## src/rtl/pu_fram_mc_pkg.sv

```systemverilog
// ----------------------------------------------------------------------------
// pu_fram_mc_pkg
//   Shared types and helpers for the multi-channel frame RAM processing unit.
//
//   Contents:
//     state_e     - sweep/run state of the controller
//     word_width  - width of one stored {attr, data} word
//     addr_ok     - range check for addresses when RAM_SIZE is not a power of two
// ----------------------------------------------------------------------------
package pu_fram_mc_pkg;

    typedef enum logic {
        CLEAR = 1'b0,   // post-reset sweep writing zeros into every word
        RUN   = 1'b1    // normal operation, left only through reset
    } state_e;

    // Width of one bank word; attribute bits sit above the data bits.
    function automatic int word_width(input int data_width, input int attr_width);
        return data_width + attr_width;
    endfunction

    // Addresses are ADDR_WIDTH bits wide, so for a non-power-of-two RAM_SIZE
    // some encodable addresses do not exist and must be ignored.
    function automatic logic addr_ok(input logic [31:0] addr, input logic [31:0] size);
        return addr < size;
    endfunction

endpackage

```

## src/rtl/pu_fram_mc_if.sv

```systemverilog
// ----------------------------------------------------------------------------
// pu_fram_mc_if
//   Data-bus bundle between the control microcode and pu_fram_mc.
//
//   Signals:
//     signal_addr / signal_wr / data_in / attr_in - write channel
//     signal_oe    [N_RD]                          - per-channel read enable
//     signal_raddr [N_RD*ADDR_WIDTH]               - packed read addresses
//     data_out     [N_RD*DATA_WIDTH]               - packed read data
//     attr_out     [N_RD*ATTR_WIDTH]               - packed read attributes
//     busy                                         - clear sweep in progress
//   Channel i occupies slice [i*W +: W] of every packed vector.
//
//   Modports: master (microcode side), slave (memory side).
// ----------------------------------------------------------------------------
interface pu_fram_mc_if #(
    parameter int ADDR_WIDTH = 4,
    parameter int DATA_WIDTH = 32,
    parameter int ATTR_WIDTH = 4,
    parameter int N_RD       = 2
);

    logic [ADDR_WIDTH-1:0]      signal_addr;
    logic                       signal_wr;
    logic [DATA_WIDTH-1:0]      data_in;
    logic [ATTR_WIDTH-1:0]      attr_in;
    logic [N_RD-1:0]            signal_oe;
    logic [N_RD*ADDR_WIDTH-1:0] signal_raddr;
    logic [N_RD*DATA_WIDTH-1:0] data_out;
    logic [N_RD*ATTR_WIDTH-1:0] attr_out;
    logic                       busy;

    modport master (
        output signal_addr, signal_wr, data_in, attr_in, signal_oe, signal_raddr,
        input  data_out, attr_out, busy
    );

    modport slave (
        input  signal_addr, signal_wr, data_in, attr_in, signal_oe, signal_raddr,
        output data_out, attr_out, busy
    );

endinterface

```

## src/rtl/pu_fram_rd_port.sv

```systemverilog
// ----------------------------------------------------------------------------
// pu_fram_rd_port
//   One registered read channel of pu_fram_mc (latency 1).
//
//   Ports:
//     clk, rst_n   - clock, synchronous active-low reset
//     busy         - clear sweep running; output forced to zero
//     oe, raddr    - read enable and address for this channel
//     bank_word    - bank[raddr] as it stands before this edge's commit
//     stage_*      - staged write (only with PU_FRAM_MC_FORWARD_EN)
//     data, attr   - registered read result
//
//   Build option: PU_FRAM_MC_FORWARD_EN adds a bypass from the staged write
//   so a write is visible one cycle earlier.
// ----------------------------------------------------------------------------
module pu_fram_rd_port
    import pu_fram_mc_pkg::*;
#(
    parameter int  RAM_SIZE   = 16,
    parameter int  DATA_WIDTH = 32,
    parameter int  ATTR_WIDTH = 4,
    parameter int  ADDR_WIDTH = 4,
    localparam int WORD_WIDTH = word_width(DATA_WIDTH, ATTR_WIDTH)
) (
    input  logic                  clk,
    input  logic                  rst_n,
    input  logic                  busy,
    input  logic                  oe,
    input  logic [ADDR_WIDTH-1:0] raddr,
    input  logic [WORD_WIDTH-1:0] bank_word,
`ifdef PU_FRAM_MC_FORWARD_EN
    input  logic                  stage_wr,
    input  logic [ADDR_WIDTH-1:0] stage_addr,
    input  logic [DATA_WIDTH-1:0] stage_data,
    input  logic [ATTR_WIDTH-1:0] stage_attr,
`endif
    output logic [DATA_WIDTH-1:0] data,
    output logic [ATTR_WIDTH-1:0] attr
);

    logic [WORD_WIDTH-1:0] word_d;

    always_comb begin
        word_d = '0;
        if (!busy && oe && addr_ok(32'(raddr), 32'(RAM_SIZE))) begin
            word_d = bank_word;
`ifdef PU_FRAM_MC_FORWARD_EN
            // The staged write commits on this same edge; hand its value out
            // directly instead of the stale bank word.
            if (stage_wr && (stage_addr == raddr)) begin
                word_d = {stage_attr, stage_data};
            end
`endif
        end
    end

    always_ff @(posedge clk) begin
        if (!rst_n) begin
            data <= '0;
            attr <= '0;
        end else begin
            {attr, data} <= word_d;
        end
    end

endmodule

```

## src/rtl/pu_fram_mc.sv

```systemverilog
// ----------------------------------------------------------------------------
// pu_fram_mc
//   Frame RAM processing unit: one {attr, data} bank, one two-stage registered
//   write channel and N_RD independent registered read channels. After every
//   reset the whole bank is swept to zero while busy is high.
//
//   Ports:
//     clk    - clock, all logic on the rising edge
//     rst_n  - synchronous active-low reset
//     bus    - pu_fram_mc_if.slave: write channel, read channels, busy
//
//   Parameters: RAM_SIZE (>= 2, any value), DATA_WIDTH, ATTR_WIDTH,
//   N_RD (1..8); ADDR_WIDTH is derived.
//
//   Build option: PU_FRAM_MC_FORWARD_EN enables write-to-read forwarding of
//   the staged write inside each read channel.
// ----------------------------------------------------------------------------
module pu_fram_mc
    import pu_fram_mc_pkg::*;
#(
    parameter int  RAM_SIZE   = 16,
    parameter int  DATA_WIDTH = 32,
    parameter int  ATTR_WIDTH = 4,
    parameter int  N_RD       = 2,
    localparam int ADDR_WIDTH = $clog2(RAM_SIZE)
) (
    input  logic        clk,
    input  logic        rst_n,
    pu_fram_mc_if.slave bus
);

    localparam int WORD_WIDTH = word_width(DATA_WIDTH, ATTR_WIDTH);
    localparam logic [ADDR_WIDTH-1:0] LAST_ADDR = ADDR_WIDTH'(RAM_SIZE - 1);

    // ------------------------------------------------------------------
    // Clear-sweep controller
    // ------------------------------------------------------------------
    state_e                state_q, state_d;
    logic [ADDR_WIDTH-1:0] clr_ptr_q, clr_ptr_d;
    logic                  busy_q, busy_d;
    logic                  clr_we;

    always_ff @(posedge clk) begin
        if (!rst_n) begin
            state_q   <= CLEAR;
            clr_ptr_q <= '0;
            busy_q    <= 1'b1;
        end else begin
            // NOTE: non-blocking assignments so every register samples the
            // pre-edge values, independent of statement order.
            state_q   <= state_d;
            clr_ptr_q <= clr_ptr_d;
            busy_q    <= busy_d;
        end
    end

    always_comb begin
        // NOTE: every output of this block gets a default first, so no path
        // leaves a variable unassigned and no latch is inferred.
        state_d   = state_q;
        clr_ptr_d = clr_ptr_q;
        busy_d    = busy_q;
        clr_we    = 1'b0;
        case (state_q)
            CLEAR: begin
                clr_we    = 1'b1;
                clr_ptr_d = clr_ptr_q + ADDR_WIDTH'(1);
                if (clr_ptr_q == LAST_ADDR) begin
                    state_d   = RUN;
                    busy_d    = 1'b0;
                    clr_ptr_d = '0;
                end
            end
            RUN: begin
                // Stays here until the next reset.
            end
        endcase
    end

    assign bus.busy = busy_q;

    // ------------------------------------------------------------------
    // Write staging: sample on edge t, commit on edge t+1
    // ------------------------------------------------------------------
    logic                  stage_wr;
    logic [ADDR_WIDTH-1:0] stage_addr;
    logic [DATA_WIDTH-1:0] stage_data;
    logic [ATTR_WIDTH-1:0] stage_attr;
    logic                  commit;

    always_ff @(posedge clk) begin
        if (!rst_n) begin
            stage_wr <= 1'b0;
        end else begin
            // Writes requested during the sweep are discarded here.
            stage_wr <= (state_q == RUN) && bus.signal_wr;
        end
    end

    // Payload registers only matter when stage_wr is set.
    always_ff @(posedge clk) begin
        stage_addr <= bus.signal_addr;
        stage_data <= bus.data_in;
        stage_attr <= bus.attr_in;
    end

    assign commit = (state_q == RUN) && stage_wr &&
                    addr_ok(32'(stage_addr), 32'(RAM_SIZE));

    // ------------------------------------------------------------------
    // Bank
    // ------------------------------------------------------------------
    logic [WORD_WIDTH-1:0] bank [RAM_SIZE];

    // NOTE: the bank has no reset branch; a reset edge leaves contents alone
    // and zeroing is done by the sweep, one word per cycle, so the array can
    // map onto plain RAM.
    always_ff @(posedge clk) begin
        if (rst_n) begin
            if (clr_we) begin
                bank[clr_ptr_q] <= '0;
            end else if (commit) begin
                bank[stage_addr] <= {stage_attr, stage_data};
            end
        end
    end

    // ------------------------------------------------------------------
    // Read channels
    // ------------------------------------------------------------------
    logic [DATA_WIDTH-1:0] rd_data [N_RD];
    logic [ATTR_WIDTH-1:0] rd_attr [N_RD];

    for (genvar i = 0; i < N_RD; i++) begin : g_rd
        logic [ADDR_WIDTH-1:0] raddr;
        logic [WORD_WIDTH-1:0] bank_word;

        assign raddr = bus.signal_raddr[i*ADDR_WIDTH +: ADDR_WIDTH];
        // Out-of-range addresses index past the bank; the channel discards
        // that word through its own range check.
        assign bank_word = bank[raddr];

        pu_fram_rd_port #(
            .RAM_SIZE   (RAM_SIZE),
            .DATA_WIDTH (DATA_WIDTH),
            .ATTR_WIDTH (ATTR_WIDTH),
            .ADDR_WIDTH (ADDR_WIDTH)
        ) u_rd_port (
            .clk        (clk),
            .rst_n      (rst_n),
            .busy       (busy_q),
            .oe         (bus.signal_oe[i]),
            .raddr      (raddr),
            .bank_word  (bank_word),
`ifdef PU_FRAM_MC_FORWARD_EN
            .stage_wr   (stage_wr),
            .stage_addr (stage_addr),
            .stage_data (stage_data),
            .stage_attr (stage_attr),
`endif
            .data       (rd_data[i]),
            .attr       (rd_attr[i])
        );
    end

    always_comb begin
        bus.data_out = '0;
        bus.attr_out = '0;
        for (int i = 0; i < N_RD; i++) begin
            bus.data_out[i*DATA_WIDTH +: DATA_WIDTH] = rd_data[i];
            bus.attr_out[i*ATTR_WIDTH +: ATTR_WIDTH] = rd_attr[i];
        end
    end

endmodule
```

## src/flat_wrapper.sv

```systemverilog
// flat-port wrapper written by rule: the top's interface ports become plain ports
module pu_fram_mc_flat import pu_fram_mc_pkg::*;
#(
    parameter int  RAM_SIZE   = 16,
    parameter int  DATA_WIDTH = 32,
    parameter int  ATTR_WIDTH = 4,
    parameter int  N_RD       = 2,
    localparam int ADDR_WIDTH = $clog2(RAM_SIZE)
)
  (clk, rst_n, bus_signal_addr, bus_signal_wr, bus_data_in, bus_attr_in, bus_signal_oe, bus_signal_raddr, bus_data_out, bus_attr_out, bus_busy);
  pu_fram_mc_if #(.DATA_WIDTH(DATA_WIDTH), .ATTR_WIDTH(ATTR_WIDTH), .N_RD(N_RD)) bus_i ();
  input  logic clk;
  input  logic rst_n;
  input wire logic [$bits(bus_i.signal_addr)-1:0] bus_signal_addr;
  input wire logic [$bits(bus_i.signal_wr)-1:0] bus_signal_wr;
  input wire logic [$bits(bus_i.data_in)-1:0] bus_data_in;
  input wire logic [$bits(bus_i.attr_in)-1:0] bus_attr_in;
  input wire logic [$bits(bus_i.signal_oe)-1:0] bus_signal_oe;
  input wire logic [$bits(bus_i.signal_raddr)-1:0] bus_signal_raddr;
  output wire logic [$bits(bus_i.data_out)-1:0] bus_data_out;
  output wire logic [$bits(bus_i.attr_out)-1:0] bus_attr_out;
  output wire logic [$bits(bus_i.busy)-1:0] bus_busy;
  assign bus_i.signal_addr = bus_signal_addr;
  assign bus_i.signal_wr = bus_signal_wr;
  assign bus_i.data_in = bus_data_in;
  assign bus_i.attr_in = bus_attr_in;
  assign bus_i.signal_oe = bus_signal_oe;
  assign bus_i.signal_raddr = bus_signal_raddr;
  assign bus_data_out = bus_i.data_out;
  assign bus_attr_out = bus_i.attr_out;
  assign bus_busy = bus_i.busy;
  pu_fram_mc #(.RAM_SIZE(RAM_SIZE), .DATA_WIDTH(DATA_WIDTH), .ATTR_WIDTH(ATTR_WIDTH), .N_RD(N_RD)) u_core (.clk(clk), .rst_n(rst_n), .bus(bus_i));
endmodule
```

## config.mk

```make
export PLATFORM = sky130hd
export DESIGN_NAME = pu_fram_mc_flat
export DESIGN_NICKNAME = d
export VERILOG_FILES = /design/src/rtl/pu_fram_mc_pkg.sv /design/src/rtl/pu_fram_mc_if.sv /design/src/rtl/pu_fram_rd_port.sv /design/src/rtl/pu_fram_mc.sv /design/src/flat_wrapper.sv
export SDC_FILE = /design/constraint.sdc
export NUM_CORES = 1
export LEC_CHECK = 0
export BUFFER_PORTS_ARGS = -buffer_cell sky130_fd_sc_hd__buf_4
export CORE_MARGIN = 5
export CORE_UTILIZATION = 49
export DETAILED_ROUTE_END_ITERATION = 6
export PLACE_DENSITY = 0.76
export SLEW_MARGIN = 20
export SYNTH_ARGS = -nofsm -noshare
export SYNTH_HDL_FRONTEND = slang
export SYNTH_SLANG_ARGS = --single-unit
```

## constraint.sdc

```tcl
create_clock -name clk -period 5.7 [get_ports clk]
set_input_delay 1.14 -clock clk [delete_from_list [all_inputs] [get_ports clk]]
set_output_delay 1.14 -clock clk [all_outputs]
set_load 0.02 [all_outputs]
```

======== Word-level counts from Yosys, hierarchy flattened ========
Memories as Yosys holds them, arrays and structs flattened. A register that Yosys moved wholly into a read port is not among the register bits.
Cells that the tools add are included.
cells by class
  $add $sub $neg .......................... 1
  multipliers ............................. 0
  div/mod/pow operators ................... 0
  magnitude comparators ................... 0
  eq/ne operators ......................... 1
  shifts and indexed selects .............. 0
  multiplexer cells ....................... 13
  bitwise gates (word level) .............. 1
  reductions and logical operators ........ 11
operators by type and width
  cell                                         count
  2-to-1 mux 36 bit                            1
  OR reduction 36 bit                          1
  2-to-1 mux 1 bit                             10
  2-to-1 mux 4 bit                             2
  AND reduction 2 bit                          3
  adder 4 x 1 -> 4 bit, second input constant  1
  equality test 4 bit, second input constant   1
  logical AND 1 bit                            4
  logical NOT 1 bit                            3
  NOT 1 bit                                    1
storage, ports and cells
  register bits ........................... 47
  bits in latches ......................... 0
  bits in writable memories ............... 576
  ROM bits ................................ 0
  input port bits ......................... 53
  output and inout bits ................... 73
  logic and storage cells ................. 35
  memories kept ........................... 1
memory list
  memory       depth  width  rd ports  clocked after Yosys merged registers in  wr ports  line               text
  u_core.bank  16     36     2         2                                        1         pu_fram_mc.sv:113  logic [WORD_WIDTH-1:0] bank [RAM_SIZE];

======== Longest topological paths before layout ========
Gate-level depths: netlist of run 1.
  word-level depth ........................ 7
  depth in mapped cells ................... 6

======== Hierarchy ========
From an unflattened synthesis of run 1, not the netlist that was laid out.
unflattened totals
  cells, all modules ...................... 1482
  area total of the unflattened synthesis .. 29494.5 um^2
by module, submodules not included
  module           instances  cells each  area an instance (um^2)  seq. area each (um^2)
  pu_fram_mc       1          1320        27242.4                  18237.5
  pu_fram_rd_port  2          81          1126.1                   720.7

======== Worst setup path before layout of run 1 ========
Ideal clock, no wire load.
  path type ............................... input-to-reg
  from .................................... input rst_n
  to ...................................... memory u_core.bank[0][0] in the netlist's numbering (enable)
  library setup time ...................... 474 ps
  arrival ................................. 4363 ps
  slack ................................... 863 ps
  stages on the path ...................... 4
  buffers on the path ..................... 1
  cells stage by stage .................... and3_1 buf_2 mux2_2 nor3_1
on the way
  cells in the longest elaborated chain, start to end .. 4
  elaborated cells on any way between the ends .. 7
  those cells by class .................... mux: 6; reduce/logical: 1
ends and longest elaborated chain
  element                                                                       line                text
  start: declaration                                                            flat_wrapper.sv:13  input logic rst_n;
  2-to-1 mux 1 bit                                                              pu_fram_mc.sv:119   if (rst_n) begin
  2-to-1 mux 1 bit (not written as such)                                        pu_fram_mc.sv:123   bank[stage_addr] <= {stage_attr, stage_data};
  OR reduction 36 bit (no source line)                                          --
  2-to-1 mux 4 bit (no source line) / 2-to-1 mux 1 bit (equally long branches)  --
  end: declaration                                                              pu_fram_mc.sv:113
Several ways; a longest one is shown, not always the timed one.

======== Final worst setup path of run 1 ========
  from .................................... input rst_n
  to ...................................... memory u_core.bank[5][20] in the netlist's numbering (enable)
Same word-level chain as after synthesis.

==> impl_metrics.env, run 1 <==
export IMPL_status="completed"
export IMPL_startpoint_type="input port"
export IMPL_grt_remaining_overflow=0
export IMPL_p_seq_share_pct=51.1
export IMPL_netSwitchingPower_mw=2.21
export IMPL_num_vias=15746
export IMPL_grt_pass1_vias=16997
export IMPL_place_hpwl_um=39200
export IMPL_drc=0
export IMPL_ant_nets=0
export IMPL_postCtsHoldBufs=0
export IMPL_path_clk_slew_ns=0.06
export IMPL_synth_most_common_cell="edfxtp_1"
export IMPL_via_per_inst=6.43
export IMPL_nFillCells=4373
export IMPL_n_antenna_cell=0
export IMPL_hold_viol_final=0
export IMPL_syn_inst=1486
export IMPL_synth_ff_type="edfxtp_1"
export IMPL_coreArea_um2=60000
export IMPL_finalSetupTns_ns=0
export IMPL_synth_cell_type_count=33
export IMPL_grt_max_degree=89
export IMPL_wirelength_um=68900
export IMPL_yosysTopAreaCellShare_pct=58.5
export IMPL_synth_edf_count=576
export IMPL_fmax_ghz=0.291
export IMPL_cpMostUsedCell="buf_4"
export IMPL_setup_violations=0
export IMPL_maxCapViolations=0
export IMPL_io_buffers=125
export IMPL_rsz0062_at_grt="no"
export IMPL_p_clk_share_pct=44.5
export IMPL_syn2layout_area_growth_pct=14.2
export IMPL_powerDensity_nw_per_um2=321
export IMPL_synthTopCellsByArea="edfxtp_1 58%, mux4_2 22%, dfxtp_1 8.1%"
export IMPL_slowest_delay_ns=0.89
export IMPL_cp_arrival_ns=3.67
export IMPL_synth_seq_cells=695
export IMPL_drt_iter0_markers=1760
export IMPL_dieHeight_um=256
export IMPL_track_usage_pct=21.0
export IMPL_worst_slew_pin_transition_ns=1.12
export IMPL_crit_type="in -> reg"
export IMPL_antenna_found_initial=1
export IMPL_post_drt_wl_per_cell_um=28.1
export IMPL_async_reset_ff_share_pct=0
export IMPL_slowest_stage="and3_2"
export IMPL_nNetsFinal=1663
export IMPL_netlist_area_um2=29600
export IMPL_peakVddDrop_mv=0.171
export IMPL_regArea_um2=19700
export IMPL_start_util_pct=49.3
export IMPL_routabilityCongestion=0.772
export IMPL_fin_crit_ns=3.43
export IMPL_synth_commonest_cells="576 x edfxtp_1, 288 x mux4_2, 119 x dfxtp_1"
export IMPL_layout_setup_ws_ns=2.27
export IMPL_numCtsBuffers=73
export IMPL_drtPass1Iterations=5
export IMPL_clockBufferDepth=3
export IMPL_syn_nets=1540
export IMPL_leakagePower_nw=11.3
export IMPL_rows=90
export IMPL_cts_setup_buffers=0
export IMPL_ctsResizeCount=0
export IMPL_cts_tree="done"
export IMPL_clk_latency_ns=0.61
export IMPL_critical_path_required_ns=5.93
export IMPL_seq_area_frac_synth_pct=66.5
export IMPL_synth_warnings=0
export IMPL_worstPathMaxFanout=42
export IMPL_finClkSkew_ns=0.0171
export IMPL_internal_power_mw=8.62
export IMPL_combPwrFrac_pct=4.4
export IMPL_cp_cell_sequence="buf_4, and3_2, mux2i_1, nor3_2, buf_4"
export IMPL_relSlewSlack_pct=25.2
export IMPL_netSwitchingFraction_pct=20.4
export IMPL_hold_class="reg -> reg"
export IMPL_h_tree_depth=3
export IMPL_die_x_um=256
export IMPL_io_pins=126
export IMPL_drv_slew=0
export IMPL_drive_above_1_share_pct=35.2
export IMPL_die_area_um2=65400
export IMPL_crit_path_end_kind="flop"
export IMPL_cts_sinks=695
export IMPL_fin_crit_sh_pct=60.2
export IMPL_synth_top_cell_by_area="edfxtp_1"
export IMPL_synth_avg_cell_area_um2=19.9
export IMPL_place_ws_ns=1.62
export IMPL_root_buffer="clkbuf_16"
export IMPL_grt_pass1_wl_um=105000
export IMPL_multiInputGateArea_um2=9360
## worst max-delay path: cells and delay by family
family,cells,cell delay (ns)
buf+inv,2,0.74
mux,1,0.54
simple gates,2,1.20
## power by group through the flow
| stage | Clock, mW | Combinational (mW) | Sequential, mW |
|---|---|---|---|
| finish | 4.82 | 0.478 | 5.53 |
| global route | 5.13 | 0.508 | 5.54 |
| CTS | 4.89 | 0.484 | 5.53 |
| detailed placement | 0 | 0.482 | 5.64 |
| global placement | 0 | 0.477 | 5.63 |
| floorplan | 0 | 0.350 | 5.63 |
## layer usage
layer	share of wire (%)	track usage, %	routed length, um
met3	8.8	4.63	6050
met1	38	27.8	25900
met4	2.6	6.60	1810
met5	0	0	0
met2	51	35.3	35100
## cell usage in the layout (no fill, tap or decap), types with 12 or more instances in the layout
cell type  count
edfxtp_1     576
buf_4        157
nand3_1       72
nand3b_1      73
clkinv_2      16
clkbuf_16     78
mux2i_1       77
mux4_2       288
dfxtp_1      119
clkbuf_1      12
nor3_2        16
and2_1        37
o211ai_1      72
## flip-flops by register name, indices dropped and copies added, names as in the netlist
register and flops:
u_core.stage_wr 1, u_core.bank 576, u_core.g_rd.u_rd_port.data 64, u_core.stage_data 32, u_core.stage_addr 4, u_core.bus.busy 1
u_core.stage_attr 4, u_core.state_q 1, u_core.g_rd.u_rd_port.attr 8, u_core.clr_ptr_q 4
## through the flow
| step | power, mW | cell area (um^2) | std cells | hold slack, ns | utilization, % |
|---|---|---|---|---|---|
| after floorplan | 5.98 | 29600 | 1486 | 0.511 | - |
| after global placement | 6.11 | 31300 | 2316 | 0.497 | 52.2 |
| after detailed placement | 6.12 | 31300 | 2316 | 0.520 | 52.2 |
| after CTS | 10.9 | 33800 | 2449 | 0.532 | 56.3 |
| after global routing | 11.2 | 33800 | 2449 | 0.588 | 56.3 |
| final | 10.8 | 33800 | 2449 | 0.527 | 56.3 |
## cells by family (layout without fill, tap and decap cells)
| logic type | count (synthesis) | count (layout) | share of synthesized area [%] |
|---|---|---|---|
| flops | 695 | 695 | 66.5 |
| compound gates | 81 | 81 | 2.01 |
| mux | 367 | 367 | 24.6 |
| xor+xnor | 1 | 1 | 0.0296 |
| simple gates | 224 | 224 | 4.67 |
| fa+ha+maj | 1 | 1 | 0.0423 |
| buf+inv | 117 | 298 | 2.11 |
## cell type report
class | count | share of cell area, %
Timing Repair Buffer | 165 | 3.88
Multi-Input combinational cell | 674 | 27.7
Sequential cell | 695 | 58.3
Clock inverter | 40 | 1.20
Tap cell | 782 | 2.90
Clock buffer | 93 | 6.04
## worst paths after layout
check | startpoint | end | slack, ns | depth (start not counted)
worst min register to register | u_core.bus.busy | u_core.bus.busy | 0.53 | 2
worst min-delay path | u_core.bus.busy | u_core.bus.busy | 0.53 | 2
worst max register to register | u_core.state_q | u_core.bank[5][20] | 2.34 | 4
worst max-delay path | rst_n | u_core.bank[5][20] | 2.27 | 5
Note: power is estimated with default switching activity, not from simulation.
==> run 2, diff against run 1 <==
==> constraint.sdc (replaced) <==
create_clock -name clk -period 3.5 [get_ports clk]
set_input_delay 0.7 -clock clk [delete_from_list [all_inputs] [get_ports clk]]
set_output_delay 0.7 -clock clk [all_outputs]
set_load 0.02 [all_outputs]
==> impl_metrics.env, run 2 (same netlist as run 1, synthesis figures left out) <==
export IMPL_layout_commonest_cell="edfxtp_1"
export IMPL_largest_reg_flops=576
export IMPL_h_tree_depth=3
export IMPL_io_pins=126
export IMPL_track_usage_pct=21.6
export IMPL_top_regs="u_core.bank: 576 flops, u_core.g_rd.u_rd_port.data: 64 flops, u_core.stage_data: 32 flops"
export IMPL_dieHeight_um=256
export IMPL_ctsResizeCount=0
export IMPL_layoutNonFillerInstCount=2486
export IMPL_placedCellCount=2348
export IMPL_numCtsBuffers=75
export IMPL_placed_area_um2=31800
export IMPL_cts_sinks=695
export IMPL_peakVddDrop_mv=0.323
export IMPL_place_ws_ns=0.478
export IMPL_hold_class="in -> reg"
export IMPL_ant_nets=0
export IMPL_fmax_ghz=0.372
export IMPL_rows=90
export IMPL_grt_pass1_wl_um=107000
export IMPL_syn2layout_area_growth_pct=16.0
export IMPL_grt_remaining_overflow=0
export IMPL_path_clk_slew_ns=0.06
export IMPL_worst_slew_pin_transition_ns=0.901
export IMPL_hold_viol_final=0
export IMPL_coreArea_um2=60000
export IMPL_die_area_um2=65400
export IMPL_layout_setup_ws_ns=0.814
export IMPL_grt_pass1_vias=16956
export IMPL_root_buffer="clkbuf_16"
export IMPL_place_hpwl_um=42600
export IMPL_grt_max_degree=42
export IMPL_drtPass1Iterations=7
export IMPL_drive_above_1_share_pct=36.6
export IMPL_rsz0062_at_grt="no"
export IMPL_min_delay_path_depth=1
export IMPL_final_area_um2=34300
export IMPL_num_vias=15951
export IMPL_finClkSkew_ns=0.0234
export IMPL_cts_setup_buffers=0
export IMPL_wirelength_um=71300
export IMPL_status="completed"
export IMPL_critical_path_required_ns=3.74
export IMPL_startpoint_type="flop"
export IMPL_drv_slew=0
export IMPL_start_util_pct=49.3
export IMPL_cts_tree="done"
export IMPL_hold_path_startpoint="bus_data_in[25]"
export IMPL_post_drt_wl_per_cell_um=28.7
export IMPL_crit_path_end_kind="flop"
export IMPL_routabilityCongestion=0.776
export IMPL_regMostFlops="u_core.bank"
export IMPL_drt_iter0_markers=1730
export IMPL_setup_violations=0
export IMPL_cp_arrival_ns=2.93
export IMPL_die_x_um=256
export IMPL_clockBufferDepth=3
export IMPL_leakagePower_nw=11.6
export IMPL_nFillCells=4302
export IMPL_worstPathMaxFanout=26
export IMPL_postCtsHoldBufs=0
export IMPL_rr_worst_depth=4
export IMPL_crit_type="reg -> reg"
export IMPL_startpoint="u_core.state_q"
export IMPL_final_cell_mix="576 x edfxtp_1, 288 x mux4_2, 178 x buf_4, 119 x dfxtp_1, 79 x clkbuf_16"
export IMPL_clk_latency_ns=0.62
export IMPL_nNetsFinal=1697
export IMPL_drc=0
export IMPL_antenna_found_initial=1
export IMPL_fin_crit_ns=2.69
export IMPL_via_per_inst=6.42
export IMPL_io_buffers=125
export IMPL_relSlewSlack_pct=39.9
export IMPL_fin_crit_sh_pct=76.7
export IMPL_r2r_start="u_core.state_q"
export IMPL_maxCapViolations=0
export IMPL_powerDensity_nw_per_um2=522
## run 2: routing by layer
| metal | vias up | routed length, um | GRT usage (%) |
|---|---|---|---|
| met5 | - | 13 | 0 |
| met4 | 2 | 1760 | 6.37 |
| met3 | 124 | 6240 | 5.26 |
| met2 | 814 | 36200 | 36.2 |
| met1 | 8401 | 27200 | 28.6 |
| li1 | 6610 | - | - |
## run 2: final cells by class
cell class              count  area (um^2)  area share (%)
flip-flops and latches    695        19700            57.4
multi-input cells         674         9420            27.5
clock buffers              95         2090            6.08
repair buffers            197         1690            4.92
well taps                 782          978            2.85
clock inverters            42          450            1.31
diodes                      1         2.50         0.00729
## run 2: stage by stage
step | TNS (ns) | power [mW] | util [%] | hold slack (ns)
6_report | 0 | 17.9 | 57.2 | 0.179
5_1_grt | 0 | 18.5 | 57.2 | 0.156
4_1_cts | 0 | 18.1 | 57.1 | 0.147
3_5_place_dp | 0 | 10.0 | 52.9 | 0.514
3_3_place_gp | 0 | 10.0 | 52.9 | 0.507
2_1_floorplan | -257.69 | 9.74 | - | 0.511
## run 2: path summary, 6_finish.rpt
| check | endpoint | slack, ns |
|---|---|---|
| worst min register to register | u_core.bus.busy | 0.52 |
| worst max-delay path | u_core.bank[3][17] | 0.81 |
| worst min-delay path | u_core.stage_data[25] | 0.18 |
| worst max register to register | u_core.bank[3][17] | 0.81 |
## run 2: worst max-delay path, cell delays in order, from the launching register on
cell,delay (ns)
dfxtp_1,0.52
and3_2,0.55
mux2_2,0.50
nor3_2,0.26
buf_4,0.47
## run 2: where the power goes
group          switching, mW  internal, mW  total (mW)
sequential            0.0572          8.96        9.02
combinational          0.441         0.382       0.822
clock                   3.23          4.84        8.07
==> run 3, diff against run 2 <==
==> constraint.sdc (replaced) <==
create_clock -name clk -period 2.5 [get_ports clk]
set_input_delay 0.5 -clock clk [delete_from_list [all_inputs] [get_ports clk]]
set_output_delay 0.5 -clock clk [all_outputs]
set_load 0.02 [all_outputs]
==> impl_metrics.env, run 3 (same netlist as run 1, synthesis figures left out) <==
export IMPL_status="completed"
export IMPL_path_clk_slew_ns=0.06
export IMPL_grt_max_degree=55
export IMPL_leakagePower_nw=12.0
export IMPL_via_per_inst=6.43
export IMPL_antenna_found_initial=3
export IMPL_placed_area_um2=32500
export IMPL_h_tree_depth=3
export IMPL_slowest_stage="mux2i_2"
export IMPL_combPwrFrac_pct=5.1
export IMPL_internal_power_mw=19.7
export IMPL_die_area_um2=65400
export IMPL_ctsResizeCount=0
export IMPL_relSlewSlack_pct=24.7
export IMPL_num_vias=16399
export IMPL_cts_tree="done"
export IMPL_place_hpwl_um=43500
export IMPL_worst_path_buf_inv=1
export IMPL_rsz0062_at_grt="no"
export IMPL_largest_reg_flops=576
export IMPL_io_buffers=125
export IMPL_cp_cell_sequence="and3_4, mux2i_2, nor3_4, buf_12"
export IMPL_final_area_um2=35400
export IMPL_finClkSkew_ns=0.0355
export IMPL_p_clk_share_pct=44.4
export IMPL_start_util_pct=49.3
export IMPL_numCtsBuffers=74
export IMPL_routabilityCongestion=0.811
export IMPL_fin_crit_ns=2.16
export IMPL_utilization_pct=58.9
export IMPL_n_antenna_cell=0
export IMPL_startpoint_type="flop"
export IMPL_setup_violations=0
export IMPL_dieHeight_um=256
export IMPL_maxCapViolations=0
export IMPL_ant_nets=0
export IMPL_hold_viol_final=0
export IMPL_worstPathMaxFanout=24
export IMPL_place_ws_ns=0.0551
export IMPL_drtPass1Iterations=5
export IMPL_nNetsFinal=1761
export IMPL_worst_slew_pin_transition_ns=1.11
export IMPL_crit_family="multiplexers"
export IMPL_rows=90
export IMPL_grt_remaining_overflow=0
export IMPL_drc=0
export IMPL_top_regs="u_core.bank: 576 flops, u_core.g_rd.u_rd_port.data: 64 flops, u_core.stage_data: 32 flops"
export IMPL_cts_setup_buffers=0
export IMPL_syn2layout_area_growth_pct=19.6
export IMPL_crit_path_end_kind="flop"
export IMPL_fin_crit_sh_pct=86.4
export IMPL_cts_sinks=695
export IMPL_layout_setup_ws_ns=0.339
export IMPL_peakVddDrop_mv=0.560
export IMPL_coreArea_um2=60000
export IMPL_p_total_mw=25.0
export IMPL_final_cell_mix="576 x edfxtp_1, 288 x mux4_2, 169 x buf_4, 119 x dfxtp_1, 80 x clkbuf_16"
export IMPL_fmax_ghz=0.463
export IMPL_root_buffer="clkbuf_16"
export IMPL_drive_above_1_share_pct=36.9
export IMPL_powerDensity_nw_per_um2=706
export IMPL_postCtsHoldBufs=39
export IMPL_io_pins=126
export IMPL_layout_commonest_cell="edfxtp_1"
export IMPL_regMostFlops="u_core.bank"
export IMPL_cp_arrival_ns=2.50
export IMPL_grt_pass1_wl_um=110000
export IMPL_wirelength_um=73300
export IMPL_grt_pass1_vias=17123
export IMPL_netSwitchingPower_mw=5.28
export IMPL_netSwitchingFraction_pct=21.1
export IMPL_drt_iter0_markers=1602
export IMPL_hold_class="in -> reg"
export IMPL_drv_slew=0
export IMPL_crit_type="reg -> reg"
export IMPL_clk_latency_ns=0.62
export IMPL_slowest_delay_ns=0.92
export IMPL_die_x_um=256
export IMPL_track_usage_pct=22.3
export IMPL_clockBufferDepth=3
export IMPL_critical_path_required_ns=2.84
export IMPL_post_drt_wl_per_cell_um=28.8
export IMPL_p_seq_share_pct=50.5
==> run 3: cell count changes in the layout (fill, tap and decap cells not counted), sizes merged, moves of 3 or more <==
cell,change
dlygate4sd3,+39
clkbuf,+5
clkinv,-3
clkinvlp,+4
bufinv,-3
buf,+26
==> run 3: worst paths after layout <==
path | startpoint | endpoint | cells past startpoint | slack (ns)
min reg2reg | u_core.bus.busy | u_core.bus.busy | 2 | 0.55
max reg2reg | u_core.stage_wr | u_core.bank[4][18] | 4 | 0.34
max | u_core.stage_wr | u_core.bank[4][18] | 4 | 0.34
min | bus_signal_addr[3] | u_core.stage_addr[3] | 1 | 0.02
==> run 3: cell type report <==
type / instances / area [um^2]
clock buffers: 100 / 2120
clock inverters: 38 / 368
fillers: 4253 / 24700
multi-input cells: 674 / 9510
flip-flops and latches: 695 / 19700
well taps: 782 / 978
repair buffers: 262 / 2710
==> run 3: metrics by stage <==
stage | hold WS (ns) | setup TNS [ns] | std cells
after floorplan | 0.511 | -25.47 | 1486
after global placement | 0.539 | 0 | 2374
after detailed placement | 0.565 | 0 | 2374
after CTS | 0.00285 | 0 | 2551
after global routing | 0.00572 | 0 | 2551
final | 0.0233 | 0 | 2551
==> run 3: metal layers <==
layer | share of wire, % | GRT usage, % | vias to the layer above
met2 | 51 | 37.5 | 938
met3 | 9.0 | 4.83 | 139
li1 | - | - | 6754
met4 | 2.8 | 7.02 | 0
met5 | 0 | 0 | -
met1 | 37 | 29.5 | 8568
==> run 3: power groups by stage <==
stage / Clock [mW] / Combinational [mW] / Sequential, mW
after detailed placement: 0 / 1.24 / 12.9
after global placement: 0 / 1.23 / 12.8
final: 11.1 / 1.28 / 12.6
after floorplan: 0 / 0.835 / 12.8
after CTS: 11.2 / 1.29 / 12.6
after global routing: 11.8 / 1.35 / 12.6
